===== config.mk =====
export PLATFORM = sky130hd
export DESIGN_NAME = matmul_tile_scheduler_flat
export DESIGN_NICKNAME = d
export VERILOG_FILES = /design/src/rtl/matmul_tile_scheduler_if.sv /design/src/rtl/matmul_tile_scheduler.sv /design/src/flat_wrapper.sv
export SDC_FILE = /design/constraint.sdc
export NUM_CORES = 1
export LEC_CHECK = 0
export CORE_ASPECT_RATIO = 2
export CORE_MARGIN = 2
export CORE_UTILIZATION = 50
export CTS_BUF_LIST = sky130_fd_sc_hd__clkbuf_16
export DETAILED_ROUTE_END_ITERATION = 7
export DONT_BUFFER_PORTS = 1
export PLACE_DENSITY = 0.73
export SETUP_SLACK_MARGIN = 0.02
export SYNTH_ARGS = -nofsm -noshare
export SYNTH_HDL_FRONTEND = slang
export SYNTH_SLANG_ARGS = --single-unit

===== constraint.sdc =====
create_clock -name clk -period 3.1 [get_ports clk]
set_input_delay 0.62 -clock clk [delete_from_list [all_inputs] [get_ports clk]]
set_output_delay 0.62 -clock clk [all_outputs]
set_load 0.05 [all_outputs]

===== src/rtl/matmul_tile_scheduler_if.sv =====
// ---------------------------------------------------------------------------
// matmul_tile_scheduler_if
// Bundles the two buses around the tile scheduler:
//   - command channel : cmd_valid/cmd_ready plus tile counts, base and rows
//   - systolic channel: start/clear/rows/address out, busy/done back in
// modport master : the scheduler (accepts commands, drives the systolic ctrl)
// modport slave  : its environment (command source + systolic controller)
// ---------------------------------------------------------------------------
interface matmul_tile_scheduler_if #(
   parameter int CNT_W = 8
);
   logic             cmd_valid;
   logic             cmd_ready;
   logic [CNT_W-1:0] cmd_m_tiles;
   logic [CNT_W-1:0] cmd_k_tiles;
   logic [CNT_W-1:0] cmd_acc_base;
   logic [7:0]       cmd_rows;

   logic             sys_start;
   logic [7:0]       sys_rows;
   logic [CNT_W-1:0] sys_acc_addr;
   logic             sys_acc_clear;
   logic             sys_busy;
   logic             sys_done;

   modport master (
      input  cmd_valid, cmd_m_tiles, cmd_k_tiles, cmd_acc_base, cmd_rows,
      output cmd_ready,
      output sys_start, sys_rows, sys_acc_addr, sys_acc_clear,
      input  sys_busy, sys_done
   );

   modport slave (
      output cmd_valid, cmd_m_tiles, cmd_k_tiles, cmd_acc_base, cmd_rows,
      input  cmd_ready,
      input  sys_start, sys_rows, sys_acc_addr, sys_acc_clear,
      output sys_busy, sys_done
   );
endinterface


===== src/rtl/matmul_tile_scheduler.sv =====
// ---------------------------------------------------------------------------
// matmul_tile_scheduler
// Runs an M x K tile loop over the 3x3 systolic controller. Each (m,k) gets
// one sys_start; k==0 is preceded by a one-cycle accumulator clear, k>0
// accumulates. Output tile m lands at acc_base+m (wraps mod 2^CNT_W).
//
// Ports:
//   clk, rst_n      clock, asynchronous active-low reset
//   bus (master)    command channel in, systolic control out
//   operands_ready  weight+input FIFOs hold a full tile
//   abort           stop issuing new tiles; the in-flight tile completes
//   sched_busy      high from command accept through the done cycle
//   sched_done      1-cycle completion pulse, sched_aborted qualifies it
//   cur_m, cur_k    current tile indices
//   perf_cycles/perf_stall  (only with TILE_SCHED_PERF_EN defined)
//
// Build option: TILE_SCHED_PERF_EN adds saturating busy/stall counters.
// ---------------------------------------------------------------------------
module matmul_tile_scheduler #(
   parameter int CNT_W    = 8,
   parameter int ROWS_DEF = 3
) (
   input  logic                   clk,
   input  logic                   rst_n,
   matmul_tile_scheduler_if.master bus,
   input  logic                   operands_ready,
   input  logic                   abort,
   output logic                   sched_busy,
   output logic                   sched_done,
   output logic                   sched_aborted,
   output logic [CNT_W-1:0]       cur_m,
   output logic [CNT_W-1:0]       cur_k
`ifdef TILE_SCHED_PERF_EN
   ,
   output logic [31:0]            perf_cycles,
   output logic [31:0]            perf_stall
`endif
);

   typedef enum logic [2:0] {
      IDLE, WAIT_OPS, PRECLR, START, WAIT_BUSY, WAIT_DONE, NEXT, FINISH
   } state_t;

   state_t           state, state_nxt;
   logic [CNT_W-1:0] m_tiles, k_tiles, acc_base;
   logic [CNT_W-1:0] m_cnt, k_cnt, acc_addr;
   logic [7:0]       rows;
   logic             abort_flag;

   logic accept, cmd_empty, last_k, last_m, finish_run, stop_req;

   assign accept    = bus.cmd_valid && (state == IDLE);
   assign cmd_empty = (bus.cmd_m_tiles == '0) || (bus.cmd_k_tiles == '0);
   // One extra bit so M or K of 2^CNT_W-1 cannot overflow the compare
   assign last_k    = ({1'b0, k_cnt} + (CNT_W+1)'(1)) == {1'b0, k_tiles};
   assign last_m    = ({1'b0, m_cnt} + (CNT_W+1)'(1)) == {1'b0, m_tiles};
   assign finish_run = (last_m && last_k) || abort_flag;
   assign stop_req  = abort || abort_flag;

   // ---------------- state register ----------------
   always_ff @(posedge clk or negedge rst_n) begin
      if (!rst_n) state <= IDLE;
      else        state <= state_nxt;
   end

   // ---------------- next state / outputs ----------------
   always_comb begin
      state_nxt         = state;
      bus.cmd_ready     = 1'b0;
      bus.sys_start     = 1'b0;
      bus.sys_acc_clear = 1'b0;
      sched_busy        = 1'b1;
      sched_done        = 1'b0;
      sched_aborted     = 1'b0;
      unique case (state)
         IDLE: begin
            bus.cmd_ready = 1'b1;
            sched_busy    = 1'b0;
            if (bus.cmd_valid) state_nxt = cmd_empty ? FINISH : WAIT_OPS;
         end
         WAIT_OPS: begin
            if (stop_req)            state_nxt = FINISH;
            else if (operands_ready) state_nxt = (k_cnt == '0) ? PRECLR : START;
         end
         PRECLR: begin
            // controller latches the clear while idle, so it leads start by one
            bus.sys_acc_clear = 1'b1;
            state_nxt         = START;
         end
         START: begin
            bus.sys_start = 1'b1;
            state_nxt     = WAIT_BUSY;
         end
         WAIT_BUSY: begin
            // a very short tile may finish before busy is ever observed
            if (bus.sys_done)      state_nxt = NEXT;
            else if (bus.sys_busy) state_nxt = WAIT_DONE;
         end
         WAIT_DONE: begin
            if (bus.sys_done) state_nxt = NEXT;
         end
         NEXT: begin
            state_nxt = finish_run ? FINISH : WAIT_OPS;
         end
         FINISH: begin
            sched_done    = 1'b1;
            sched_aborted = abort_flag;
            state_nxt     = IDLE;
         end
         default: state_nxt = IDLE;
      endcase
   end

   // ---------------- datapath ----------------
   always_ff @(posedge clk or negedge rst_n) begin
      if (!rst_n) begin
         m_tiles    <= '0;
         k_tiles    <= '0;
         acc_base   <= '0;
         m_cnt      <= '0;
         k_cnt      <= '0;
         acc_addr   <= '0;
         rows       <= '0;
         abort_flag <= 1'b0;
      end else begin
         if (accept) begin
            m_tiles  <= bus.cmd_m_tiles;
            k_tiles  <= bus.cmd_k_tiles;
            acc_base <= bus.cmd_acc_base;
            m_cnt    <= '0;
            k_cnt    <= '0;
            rows     <= (bus.cmd_rows == 8'd0) ? 8'(ROWS_DEF) : bus.cmd_rows;
            if (!cmd_empty) acc_addr <= bus.cmd_acc_base;
         end

         // Counters only advance when another tile follows, so cur_m/cur_k
         // keep pointing at the last issued tile after the run ends.
         if (state == NEXT && !finish_run) begin
            if (last_k) begin
               k_cnt    <= '0;
               m_cnt    <= m_cnt + CNT_W'(1);
               acc_addr <= acc_base + m_cnt + CNT_W'(1);
            end else begin
               k_cnt <= k_cnt + CNT_W'(1);
            end
         end

         // Sticky abort: any request while a run is active ends it at the
         // next tile boundary; dropped as the FSM returns to IDLE.
         if (state == FINISH)                 abort_flag <= 1'b0;
         else if (state != IDLE && abort)     abort_flag <= 1'b1;
      end
   end

   assign bus.sys_acc_addr = acc_addr;
   assign bus.sys_rows     = rows;
   assign cur_m            = m_cnt;
   assign cur_k            = k_cnt;

`ifdef TILE_SCHED_PERF_EN
   always_ff @(posedge clk or negedge rst_n) begin
      if (!rst_n) begin
         perf_cycles <= '0;
         perf_stall  <= '0;
      end else if (accept) begin
         perf_cycles <= '0;
         perf_stall  <= '0;
      end else begin
         if (sched_busy && perf_cycles != '1)
            perf_cycles <= perf_cycles + 32'd1;
         if (state == WAIT_OPS && !operands_ready && perf_stall != '1)
            perf_stall <= perf_stall + 32'd1;
      end
   end
`endif

endmodule

===== src/flat_wrapper.sv =====
// flat-port wrapper written by rule: the top's interface ports become plain ports
module matmul_tile_scheduler_flat 
#(
   parameter int CNT_W    = 8,
   parameter int ROWS_DEF = 3
)
  (clk, rst_n, operands_ready, abort, sched_busy, sched_done, sched_aborted, cur_m, cur_k, bus_cmd_valid, bus_cmd_m_tiles, bus_cmd_k_tiles, bus_cmd_acc_base, bus_cmd_rows, bus_cmd_ready, bus_sys_start, bus_sys_rows, bus_sys_acc_addr, bus_sys_acc_clear, bus_sys_busy, bus_sys_done);
  matmul_tile_scheduler_if #(.CNT_W(CNT_W)) bus_i ();
  input  logic clk;
  input  logic rst_n;
  input  logic operands_ready;
  input  logic abort;
  output logic sched_busy;
  output logic sched_done;
  output logic sched_aborted;
  output logic [CNT_W-1:0] cur_m;
  output logic [CNT_W-1:0] cur_k;
  input wire logic [$bits(bus_i.cmd_valid)-1:0] bus_cmd_valid;
  input wire logic [$bits(bus_i.cmd_m_tiles)-1:0] bus_cmd_m_tiles;
  input wire logic [$bits(bus_i.cmd_k_tiles)-1:0] bus_cmd_k_tiles;
  input wire logic [$bits(bus_i.cmd_acc_base)-1:0] bus_cmd_acc_base;
  input wire logic [$bits(bus_i.cmd_rows)-1:0] bus_cmd_rows;
  output wire logic [$bits(bus_i.cmd_ready)-1:0] bus_cmd_ready;
  output wire logic [$bits(bus_i.sys_start)-1:0] bus_sys_start;
  output wire logic [$bits(bus_i.sys_rows)-1:0] bus_sys_rows;
  output wire logic [$bits(bus_i.sys_acc_addr)-1:0] bus_sys_acc_addr;
  output wire logic [$bits(bus_i.sys_acc_clear)-1:0] bus_sys_acc_clear;
  input wire logic [$bits(bus_i.sys_busy)-1:0] bus_sys_busy;
  input wire logic [$bits(bus_i.sys_done)-1:0] bus_sys_done;
  assign bus_i.cmd_valid = bus_cmd_valid;
  assign bus_i.cmd_m_tiles = bus_cmd_m_tiles;
  assign bus_i.cmd_k_tiles = bus_cmd_k_tiles;
  assign bus_i.cmd_acc_base = bus_cmd_acc_base;
  assign bus_i.cmd_rows = bus_cmd_rows;
  assign bus_cmd_ready = bus_i.cmd_ready;
  assign bus_sys_start = bus_i.sys_start;
  assign bus_sys_rows = bus_i.sys_rows;
  assign bus_sys_acc_addr = bus_i.sys_acc_addr;
  assign bus_sys_acc_clear = bus_i.sys_acc_clear;
  assign bus_i.sys_busy = bus_sys_busy;
  assign bus_i.sys_done = bus_sys_done;
  matmul_tile_scheduler #(.CNT_W(CNT_W), .ROWS_DEF(ROWS_DEF)) u_core (.clk(clk), .rst_n(rst_n), .bus(bus_i), .operands_ready(operands_ready), .abort(abort), .sched_busy(sched_busy), .sched_done(sched_done), .sched_aborted(sched_aborted), .cur_m(cur_m), .cur_k(cur_k));
endmodule

==> results of run 1 <==
==> cell type report <==
| class | count | area, sq um |
|---|---|---|
| Tap cell | 90 | 112.6 |
| Inverter | 11 | 41.29 |
| Timing Repair Buffer | 25 | 207.7 |
| Clock buffer | 9 | 225.2 |
| Fill cell | 601 | 2836 |
| Multi-Input combinational cell | 306 | 1924 |
| Clock inverter | 7 | 91.34 |
| Sequential cell | 60 | 1501 |
==> critical path, stage by stage (launching register included) <==
cell and delay (ns):
dfrtp_1 0.46, inv_1 0.08, ha_1 0.33, xor2_1 0.17
a211oi_2 0.20, o211a_1 0.18, nand3_2 0.09, or4b_4 0.70
buf_4 0.24, mux2i_1 0.12, a21o_1 0.19
==> cell families (layout without fill, tap and decap cells) <==
logic type,after synthesis,count (layout),synth area share (%)
AND/OR/NAND/NOR,184,184,24.30
buffers and inverters,32,52,4.067
XOR/XNOR,29,29,7.504
adder cells (fa/ha/maj),11,11,4.067
multiplexers,19,19,5.820
flip-flops,60,60,42.08
AO/OA/AOI/OAI,63,63,12.17
==> flip-flops by register name, summed over array words and instances, names as in the netlist <==
signal and count:
u_core.cur_k 8, u_core.m_tiles 8, u_core.abort_flag 1, u_core.state 3, u_core.acc_base 8, u_core.bus.sys_acc_addr 8, u_core.cur_m 8, u_core.bus.sys_rows 8
u_core.k_tiles 8
==> placed cells by master (no fill, tap or decap), drive strengths merged, types with 4 or more instances in the layout <==
master,netlist,routed
clkinv,0,4
and3,6,6
mux2,8,8
dfrtp,60,60
nand2,109,109
clkbuf,14,9
nor2,18,18
nor3,6,6
mux2i,11,11
a21o,12,12
a22o,4,4
o21ai,17,17
o31ai,4,4
xor2,15,15
buf,7,25
xnor2,13,13
nor2b,8,8
nor4,8,8
ha,10,10
a21oi,11,11
inv,11,11
nand3,11,11
==> power by group through the flow <==
| stage | logic (W) | clock network (W) | registers (W) |
|---|---|---|---|
| 2_1_floorplan | 0.00107 | 0 | 0.00172 |
| 3_3_place_gp | 0.00139 | 0 | 0.00172 |
| 3_5_place_dp | 0.00143 | 0 | 0.00173 |
| 4_1_cts | 0.00147 | 0.00108 | 0.00172 |
| 5_1_grt | 0.00162 | 0.00111 | 0.00176 |
| 6_report | 0.00146 | 0.00106 | 0.00172 |
==> layer usage <==
| metal | GRT usage [%] | vias to the layer above | share of wire [%] |
|---|---|---|---|
| met3 | 5.005 | 28 | 4.3 |
| met1 | 23.63 | 1472 | 35 |
| met5 | 0 | - | 0 |
| met2 | 47.37 | 96 | 57 |
| li1 | - | 1381 | - |
| met4 | 13.86 | 0 | 3.7 |
==> how the worst max path moves through the flow <==
stage	cells past startpoint	to	slack (ns)	startpoint
global route	10	u_core.cur_m[3]$_DFF_PN0_	0.1	u_core.cur_k[0]$_DFFE_PN0P_
CTS	10	u_core.cur_m[3]$_DFF_PN0_	0.26	u_core.cur_k[0]$_DFFE_PN0P_
finish	10	u_core.cur_m[3]$_DFF_PN0_	0.25	u_core.cur_k[0]$_DFFE_PN0P_
floorplan	9	u_core.cur_m[4]$_DFF_PN0_	0.19	u_core.cur_m[1]$_DFF_PN0_
detailed placement	10	u_core.cur_m[3]$_DFF_PN0_	0.29	u_core.cur_k[0]$_DFFE_PN0P_
global placement	10	u_core.cur_m[3]$_DFF_PN0_	0.37	u_core.cur_k[0]$_DFFE_PN0P_
==> per-stage QoR <==
stage,cells,worst slack (ns),utilization (%)
2_1_floorplan,398,0.1869,-
3_3_place_gp,491,0.3669,54.17
3_5_place_dp,491,0.2924,54.17
4_1_cts,508,0.2570,59.13
5_1_grt,508,0.09642,59.13
6_report,508,0.2463,59.13
==> results.ini, run 1 <==
[run_status]
outcome=finished clean

[cts]
post_cts_buffers=0
h-tree-depth=3
clk_pin_slew_ns=0.05
insertion_delay_ns=0.33
cts_tree=built
cts_root_buffer=clkbuf_16
cts-hold-fix-buffers=1
numCtsBuffers=9
cts_resized=0
cts_num_sinks=60
cts_buffer_depth=2

[global_routing]
grt_pass1_vias=3185
grt_max_degree=61
grt_pass1_wl_microns=14700
grt_usage_pct=24.60
antenna_found_initial=0
overflow=0

[detailed_routing]
vias=2977
drc=0
ant_nets=0
via_per_inst=5.860
drtIter0Drc=186
dr.pass1.iters=4
wl_microns=9003
wire_per_inst_microns=17.72

[timing]
finalMaxSlewViolations=0
period_needed_ns=2.854
hold_viol=0
fin_crit_sh_pct=92.05
hold_ws_ns=0.1535
rsz0062_at_grt=no
tns_ns=0
fin_skew_ns=0.003751
slew_headroom_pct=39.94
tightest_slew_ns=0.8976
setup_viol=0
fmax_ghz=0.3504

[critical_path]
criticalPathCategory=flip-flop to flip-flop
cp-start-kind=flip-flop
crit_fanout=22
cp-end-kind=flip-flop
r2r_slack_ns=0.25
reg2regPathDepth=10
r2r_start=u_core.cur_k[0]$_DFFE_PN0P_
crit_required_ns=3.32
r2r_end=u_core.cur_m[3]$_DFF_PN0_
arrival_ns=3.07

[placed_design]
placed_area_sq_um=3760
dp_hpwl_microns=6457
routabilityCongestion=0.8881
port_buffers=0

[synth]
netlist_area_sq_um=3568
synth_fp_nets=448
netlist_top_cells_count=nand2_1 (109), dfrtp_1 (60), nor2_1 (18)
synth_top_area_share_pct=42.08
ys_ff_latch=60
synth_edf_count=0
syn_inst=398
avgSynthCellArea_sq_um=8.966
ys_types=54
yosys_warnings=0
synth_top_flop_cell=dfrtp_1
synth.most_common_cell=nand2_1
yosys-top-cells-area=dfrtp_1 (42%), nand2_1 (11%), xor2_1 (3.7%), ha_1 (3.5%), xnor2_1 (3.2%)
async_flop_share_pct=100.0
yosysSeqAreaShare_pct=42.08
yosys.area.top_type=dfrtp_1

[floorplanning]
die_w_microns=63.74
core-area_sq_um=6940
die_area_sq_um=7869
initial_core_util_pct=51.42
top_level_ports=77
fp.dieH_microns=123.5
row_count=43

[flow_run]
maxCapViolations=0

[power_and_ir_drop]
comb_power_share_pct=34.4
power_density_nw_per_um2=1033
seq_power_share_pct=40.6
p_sw_share_pct=44.23
leakagePower_nw=2.140
p_switching_w=0.001875
clkPwrFrac_pct=25.0
irDropWorstVdd_mv=0.7116
totalPowerFinal_w=0.004240
internal-power_w=0.002365

[layout]
fin_nets=463
layout-drive-gt1-share_pct=14.59
fin_area_sq_um=4104
num_antenna_cells=0
area_growth_pct=15.01

[hold_path]
hold_path_class=input port to asynchronous set/reset pin

No activity file was read; power rests on OpenSTA's default activity.
==> run 2: changes to the inputs <==
ABC_CLOCK_PERIOD_IN_PS = 3650   (was not set)
clock period = 3.65 ns   (was 3.1 ns; I/O delays follow)
==> run 2 against run 1 <==
- sequential share of layout area rose by 1.1 points
- via count shrank 3.4%
- non-clock buffer count is 12 lower
- largest cell class unchanged
==> results.ini, run 2 (synthesis gave the netlist of run 1 again) <==
[run_status]
outcome=finished clean  ; unchanged

[cts]
cts_buffer_depth=2  ; unchanged
cts_tree=built  ; unchanged
post_cts_buffers=0  ; unchanged
numCtsBuffers=9  ; unchanged
cts_root_buffer=clkbuf_16  ; unchanged
cts-hold-fix-buffers=0  ; was 1
insertion_delay_ns=0.33  ; about the same
cts_resized=0  ; unchanged
clk_pin_slew_ns=0.06  ; was 0.05 ns
h-tree-depth=3  ; unchanged
cts_num_sinks=60  ; unchanged

[floorplanning]
die_area_sq_um=7869  ; unchanged
die_w_microns=63.74  ; unchanged
fp.dieH_microns=123.5  ; unchanged
core-area_sq_um=6940  ; unchanged
row_count=43  ; unchanged
top_level_ports=77  ; unchanged
initial_core_util_pct=51.42  ; unchanged

[timing]
fin_crit_sh_pct=86.08  ; was 92.05%
hold_viol=0  ; unchanged
rsz0062_at_grt=no  ; unchanged
setup_viol=0  ; unchanged
fmax_ghz=0.3183  ; was 0.3504 GHz
tns_ns=0  ; unchanged
tightest_slew_ns=0.9326  ; was 0.8976 ns
fin_skew_ns=0.008024  ; was 0.003751 ns
slew_headroom_pct=37.70  ; was 39.94%
finalMaxSlewViolations=0  ; unchanged
period_needed_ns=3.142  ; was 2.854 ns

[critical_path]
cp-start-kind=flip-flop  ; unchanged
crit_required_ns=3.87  ; was 3.32 ns
criticalPathCategory=flip-flop to flip-flop  ; unchanged
arrival_ns=3.36  ; was 3.07 ns
cp-end-kind=flip-flop  ; unchanged
crit_fanout=32  ; was 22

[layout]
layout_commonest_cell=nand2_1  ; unchanged
area_growth_pct=11.64  ; was 15.01%
num_antenna_cells=0  ; unchanged
stdcell_count=496  ; was 508
fin_nets=451  ; was 463
layout_common_cells=nand2_1 (109), dfrtp_1 (60), nor2_1 (17)  ; was nand2_1 (109), dfrtp_1 (60), buf_4 (24)
layout-drive-gt1-share_pct=11.33  ; was 14.59%

[flow_run]
maxCapViolations=0  ; unchanged

[detailed_routing]
ant_nets=0  ; unchanged
dr.pass1.iters=6  ; was 4
drc=0  ; unchanged
wire_per_inst_microns=17.85  ; was 17.72 microns
vias=2876  ; was 2977
wl_microns=8852  ; was 9003 microns
drtIter0Drc=133  ; was 186
via_per_inst=5.798  ; was 5.860

[power_and_ir_drop]
irDropWorstVdd_mv=0.4978  ; was 0.7116 mV
leakagePower_nw=2.067  ; was 2.140 nW
power_density_nw_per_um2=883.0  ; was 1033 nW/um^2

[placed_design]
dp_hpwl_microns=6314  ; was 6457 microns
port_buffers=0  ; unchanged
routabilityCongestion=0.8505  ; was 0.8881
placed_cells=480  ; was 491

[global_routing]
antenna_found_initial=0  ; unchanged
grt_pass1_vias=3045  ; was 3185
grt_usage_pct=24.09  ; was 24.60%
grt_pass1_wl_microns=14300  ; was 14700 microns
overflow=0  ; unchanged
grt_max_degree=61  ; unchanged

[hold_path]
hold_path_class=input port to asynchronous set/reset pin  ; unchanged

run 2: changes by cell type in the layout (fill, tap and decap cells not counted):
cell	delta
buf_4	-11
clkinvlp_4	-1
buf_16	-1
clkinv_1	+3
clkinv_4	-1
clkinv_2	-1
run 2: worst paths after layout:
check / end / cells past startpoint / slack [ns] / startpoint
setup reg to reg: u_core.cur_m[4]$_DFF_PN0_ / 9 / 0.51 / u_core.cur_k[1]$_DFFE_PN0P_
hold / removal: u_core.state[0]$_DFFE_PN0P_ / 0 / 0.09 / rst_n
min in group clk: u_core.acc_base[4]$_DFFE_PN0P_ / 2 / 0.48 / u_core.acc_base[4]$_DFFE_PN0P_
setup / recovery: u_core.cur_m[4]$_DFF_PN0_ / 9 / 0.51 / u_core.cur_k[1]$_DFFE_PN0P_
hold reg to reg: u_core.acc_base[4]$_DFFE_PN0P_ / 2 / 0.48 / u_core.acc_base[4]$_DFFE_PN0P_
max in group asynchronous: u_core.k_tiles[1]$_DFFE_PN0P_ / 0 / 3.44 / rst_n
run 2: cell type report:
cell class | instances | area, sq um
flip-flops and latches | 60 | 1501
clock buffers | 9 | 225.2
repair buffers | 13 | 97.59
clock inverters | 7 | 81.33
well taps | 90 | 112.6
multi-input cells | 306 | 1924
fillers | 623 | 2957
inverters | 11 | 41.29
run 2: through the flow:
stage               area [sq um]  util (%)  worst slack, ns  power (W)  hold slack, ns
floorplan                   3568         -           0.7369   0.002368          0.4344
global placement            3677     52.98           0.6140   0.002600          0.4366
detailed placement          3677     52.98           0.5243   0.002641          0.4370
CTS                         3984     57.40           0.5115   0.003541         0.08191
global route                3984     57.40           0.3480   0.003717         0.07891
finish                      3984     57.40           0.5081   0.003518         0.09149
run 2: power by group:
group | internal, W | total (W) | switching (W)
Combinational | 0.000476 | 0.00115 | 0.000674
Sequential | 0.000909 | 0.00149 | 0.000578
Clock | 0.000587 | 0.000882 | 0.000295
Total | 0.00197 | 0.00352 | 0.00155
run 2: layer usage:
metal  track usage (%)  routed length, microns  vias to the layer above
li1                  -                       -                     1360
met1             22.17                    3053                     1415
met3             7.370                     425                       24
met4             11.55                     279                        0
met2             46.64                    5093                       77
met5                 0                       0                        -
run 2: worst max-delay path, cell delays in order, from the launching register on:
cell and delay, ns:
dfrtp_1 0.70, inv_1 0.11, ha_1 0.32, xor2_1 0.16, a211oi_2 0.20, o211a_1 0.18
nand3_2 0.09, or4b_4 0.73, mux2_4 0.36, a21o_1 0.17
==> run 3: changes to the inputs <==
CORE_MARGIN = not set   (was 2)
GPL_TIMING_DRIVEN = 0   (was not set)
==> run 3 against run 2 <==
- utilization fell by 0.63 points
- first-iteration DRC count rose by 32%
- count of clock-buffer cells in the layout did not move
==> results.ini, run 3 (synthesis gave the netlist of run 1 again) <==
[power_and_ir_drop]
leakagePower_nw=2.030  ; was 2.067 nW
power_density_nw_per_um2=852.4  ; was 883.0 nW/um^2
clkPwrFrac_pct=21.8  ; was 25.1%
seq_power_share_pct=45.2  ; was 42.2%
p_sw_share_pct=45.77  ; was 43.95%
internal-power_w=0.001821  ; was 0.001971 W
irDropWorstVdd_mv=0.4753  ; was 0.4978 mV
p_switching_w=0.001537  ; was 0.001546 W
comb_power_share_pct=32.9  ; was 32.7%

[global_routing]
grt_max_degree=61  ; unchanged
grt_pass1_wl_microns=14550  ; was 14300 microns
grt_pass1_vias=3021  ; was 3045
grt_usage_pct=26.81  ; was 24.09%
antenna_found_initial=0  ; unchanged
overflow=0  ; unchanged

[timing]
setup_viol=0  ; unchanged
rsz0062_at_grt=no  ; unchanged
fin_skew_ns=0.005413  ; was 0.008024 ns
tns_ns=0  ; unchanged
period_needed_ns=3.310  ; was 3.142 ns
tightest_slew_ns=0.9408  ; was 0.9326 ns
fin_crit_sh_pct=90.70  ; was 86.08%
fmax_ghz=0.3021  ; was 0.3183 GHz
hold_ws_ns=0.09913  ; was 0.09149 ns
hold_viol=0  ; unchanged
finalMaxSlewViolations=0  ; unchanged
slew_headroom_pct=37.15  ; was 37.70%

[detailed_routing]
wire_per_inst_microns=17.68  ; was 17.85 microns
dr.pass1.iters=6  ; unchanged
wl_microns=8910  ; was 8852 microns
drtIter0Drc=175  ; was 133
drc=0  ; unchanged
ant_nets=0  ; unchanged
vias=2864  ; was 2876
via_per_inst=5.683  ; was 5.798

[layout]
layout_commonest_cell=nand2_1  ; unchanged
fin_nets=459  ; was 451
nFillCells=642  ; was 623
layout_common_cells=nand2_1 (109), dfrtp_1 (60), nor2_1 (18)  ; was nand2_1 (109), dfrtp_1 (60), nor2_1 (17)
num_antenna_cells=0  ; unchanged
area_growth_pct=10.41  ; was 11.64%
layout-drive-gt1-share_pct=9.662  ; was 11.33%
final_util_pct=56.77  ; was 57.40%

[cts]
cts_root_buffer=clkbuf_16  ; unchanged
cts_num_sinks=60  ; unchanged
cts_resized=0  ; unchanged
insertion_delay_ns=0.33  ; about the same
cts_tree=built  ; unchanged
cts_buffer_depth=2  ; unchanged
numCtsBuffers=9  ; unchanged
cts-hold-fix-buffers=0  ; unchanged
post_cts_buffers=0  ; unchanged
clk_pin_slew_ns=0.05  ; was 0.06 ns
h-tree-depth=3  ; unchanged

[critical_path]
setup.worst_path.start=u_core.cur_k[0]$_DFFE_PN0P_  ; was u_core.cur_k[1]$_DFFE_PN0P_
cp-start-kind=flip-flop  ; unchanged
cp-end-kind=flip-flop  ; unchanged
r2r_start=u_core.cur_k[0]$_DFFE_PN0P_  ; was u_core.cur_k[1]$_DFFE_PN0P_
crit_required_ns=3.91  ; was 3.87 ns
arrival_ns=3.57  ; was 3.36 ns
crit_fanout=8  ; was 32
criticalPathCategory=flip-flop to flip-flop  ; unchanged

[floorplanning]
initial_core_util_pct=51.42  ; unchanged
fp.dieH_microns=121.5  ; was 123.5 microns
core-area_sq_um=6940  ; unchanged
die_area_sq_um=7499  ; was 7869 sq um
die_w_microns=61.74  ; was 63.74 microns
row_count=43  ; unchanged
top_level_ports=77  ; unchanged

[hold_path]
hold_path_class=input port to asynchronous set/reset pin  ; unchanged

[run_status]
outcome=finished clean  ; unchanged

[placed_design]
dp_hpwl_microns=6742  ; was 6314 microns
routabilityCongestion=0.8619  ; was 0.8505
port_buffers=0  ; unchanged

[flow_run]
maxCapViolations=0  ; unchanged

-- run 3: cell types whose count changed in the layout (fill, tap and decap cells not counted), moves of 2 or more --
| cell | change |
|---|---|
| buf_4 | -12 |
| buf_2 | +4 |
| bufinv_16 | -2 |
| clkbuf_1 | +13 |
| buf_6 | +2 |
-- run 3: critical path: stages (launching register included) --
cell and delay [ns]:
dfrtp_1 0.76, inv_1 0.10, ha_1 0.34, xor2_1 0.16, a211oi_2 0.19, o211a_1 0.18, nand3_2 0.10, o21ai_0 0.63
and3_1 0.24, clkbuf_1 0.31, mux2_2 0.23
-- run 3: routing by layer --
layer | track usage [%] | part of all wire (%) | vias up
met1 | 26.97 | 34 | 1394
li1 | - | - | 1378
met3 | 7.356 | 5.5 | 24
met2 | 47.24 | 56 | 68
met4 | 14.03 | 4.1 | 0
met5 | 0 | 0 | -
-- run 3: stage by stage --
step | total power [W] | setup WS, ns | cell area (sq um) | cells
floorplan | 0.002368 | 0.7369 | 3568 | 398
global placement | 0.002587 | 0.4500 | 3681 | 488
detailed placement | 0.002633 | 0.3787 | 3681 | 488
CTS | 0.003378 | 0.3536 | 3940 | 504
global route | 0.003571 | 0.1851 | 3940 | 504
finish | 0.003358 | 0.3395 | 3940 | 504
-- run 3: power by group through the flow --
stage	clock network [W]	logic (W)	registers (W)
2_1_floorplan	0	0.000910	0.00146
3_3_place_gp	0	0.00107	0.00152
3_5_place_dp	0	0.00111	0.00153
4_1_cts	0.000749	0.00111	0.00152
5_1_grt	0.000775	0.00124	0.00155
6_report	0.000733	0.00111	0.00152
-- run 3: worst paths after layout --
kind	endpoint	slack, ns	depth (start not counted)
max in group asynchronous	u_core.acc_base[4]$_DFFE_PN0P_	3.41	0
hold reg to reg	u_core.acc_base[5]$_DFFE_PN0P_	0.49	2
setup reg to reg	u_core.cur_k[0]$_DFFE_PN0P_	0.34	10
hold / removal	u_core.state[0]$_DFFE_PN0P_	0.1	0
setup / recovery	u_core.cur_k[0]$_DFFE_PN0P_	0.34	10
min in group clk	u_core.acc_base[5]$_DFFE_PN0P_	0.49	2
-- run 3: final cells by class --
cell class,instances,area [sq um],share of cell area [%]
Buffer,21,103.9,2.636
Tap cell,90,112.6,2.858
Sequential cell,60,1501,38.11
Inverter,11,41.29,1.048
Clock buffer,9,225.2,5.716
Multi-Input combinational cell,306,1922,48.78
Clock inverter,7,33.78,0.8574
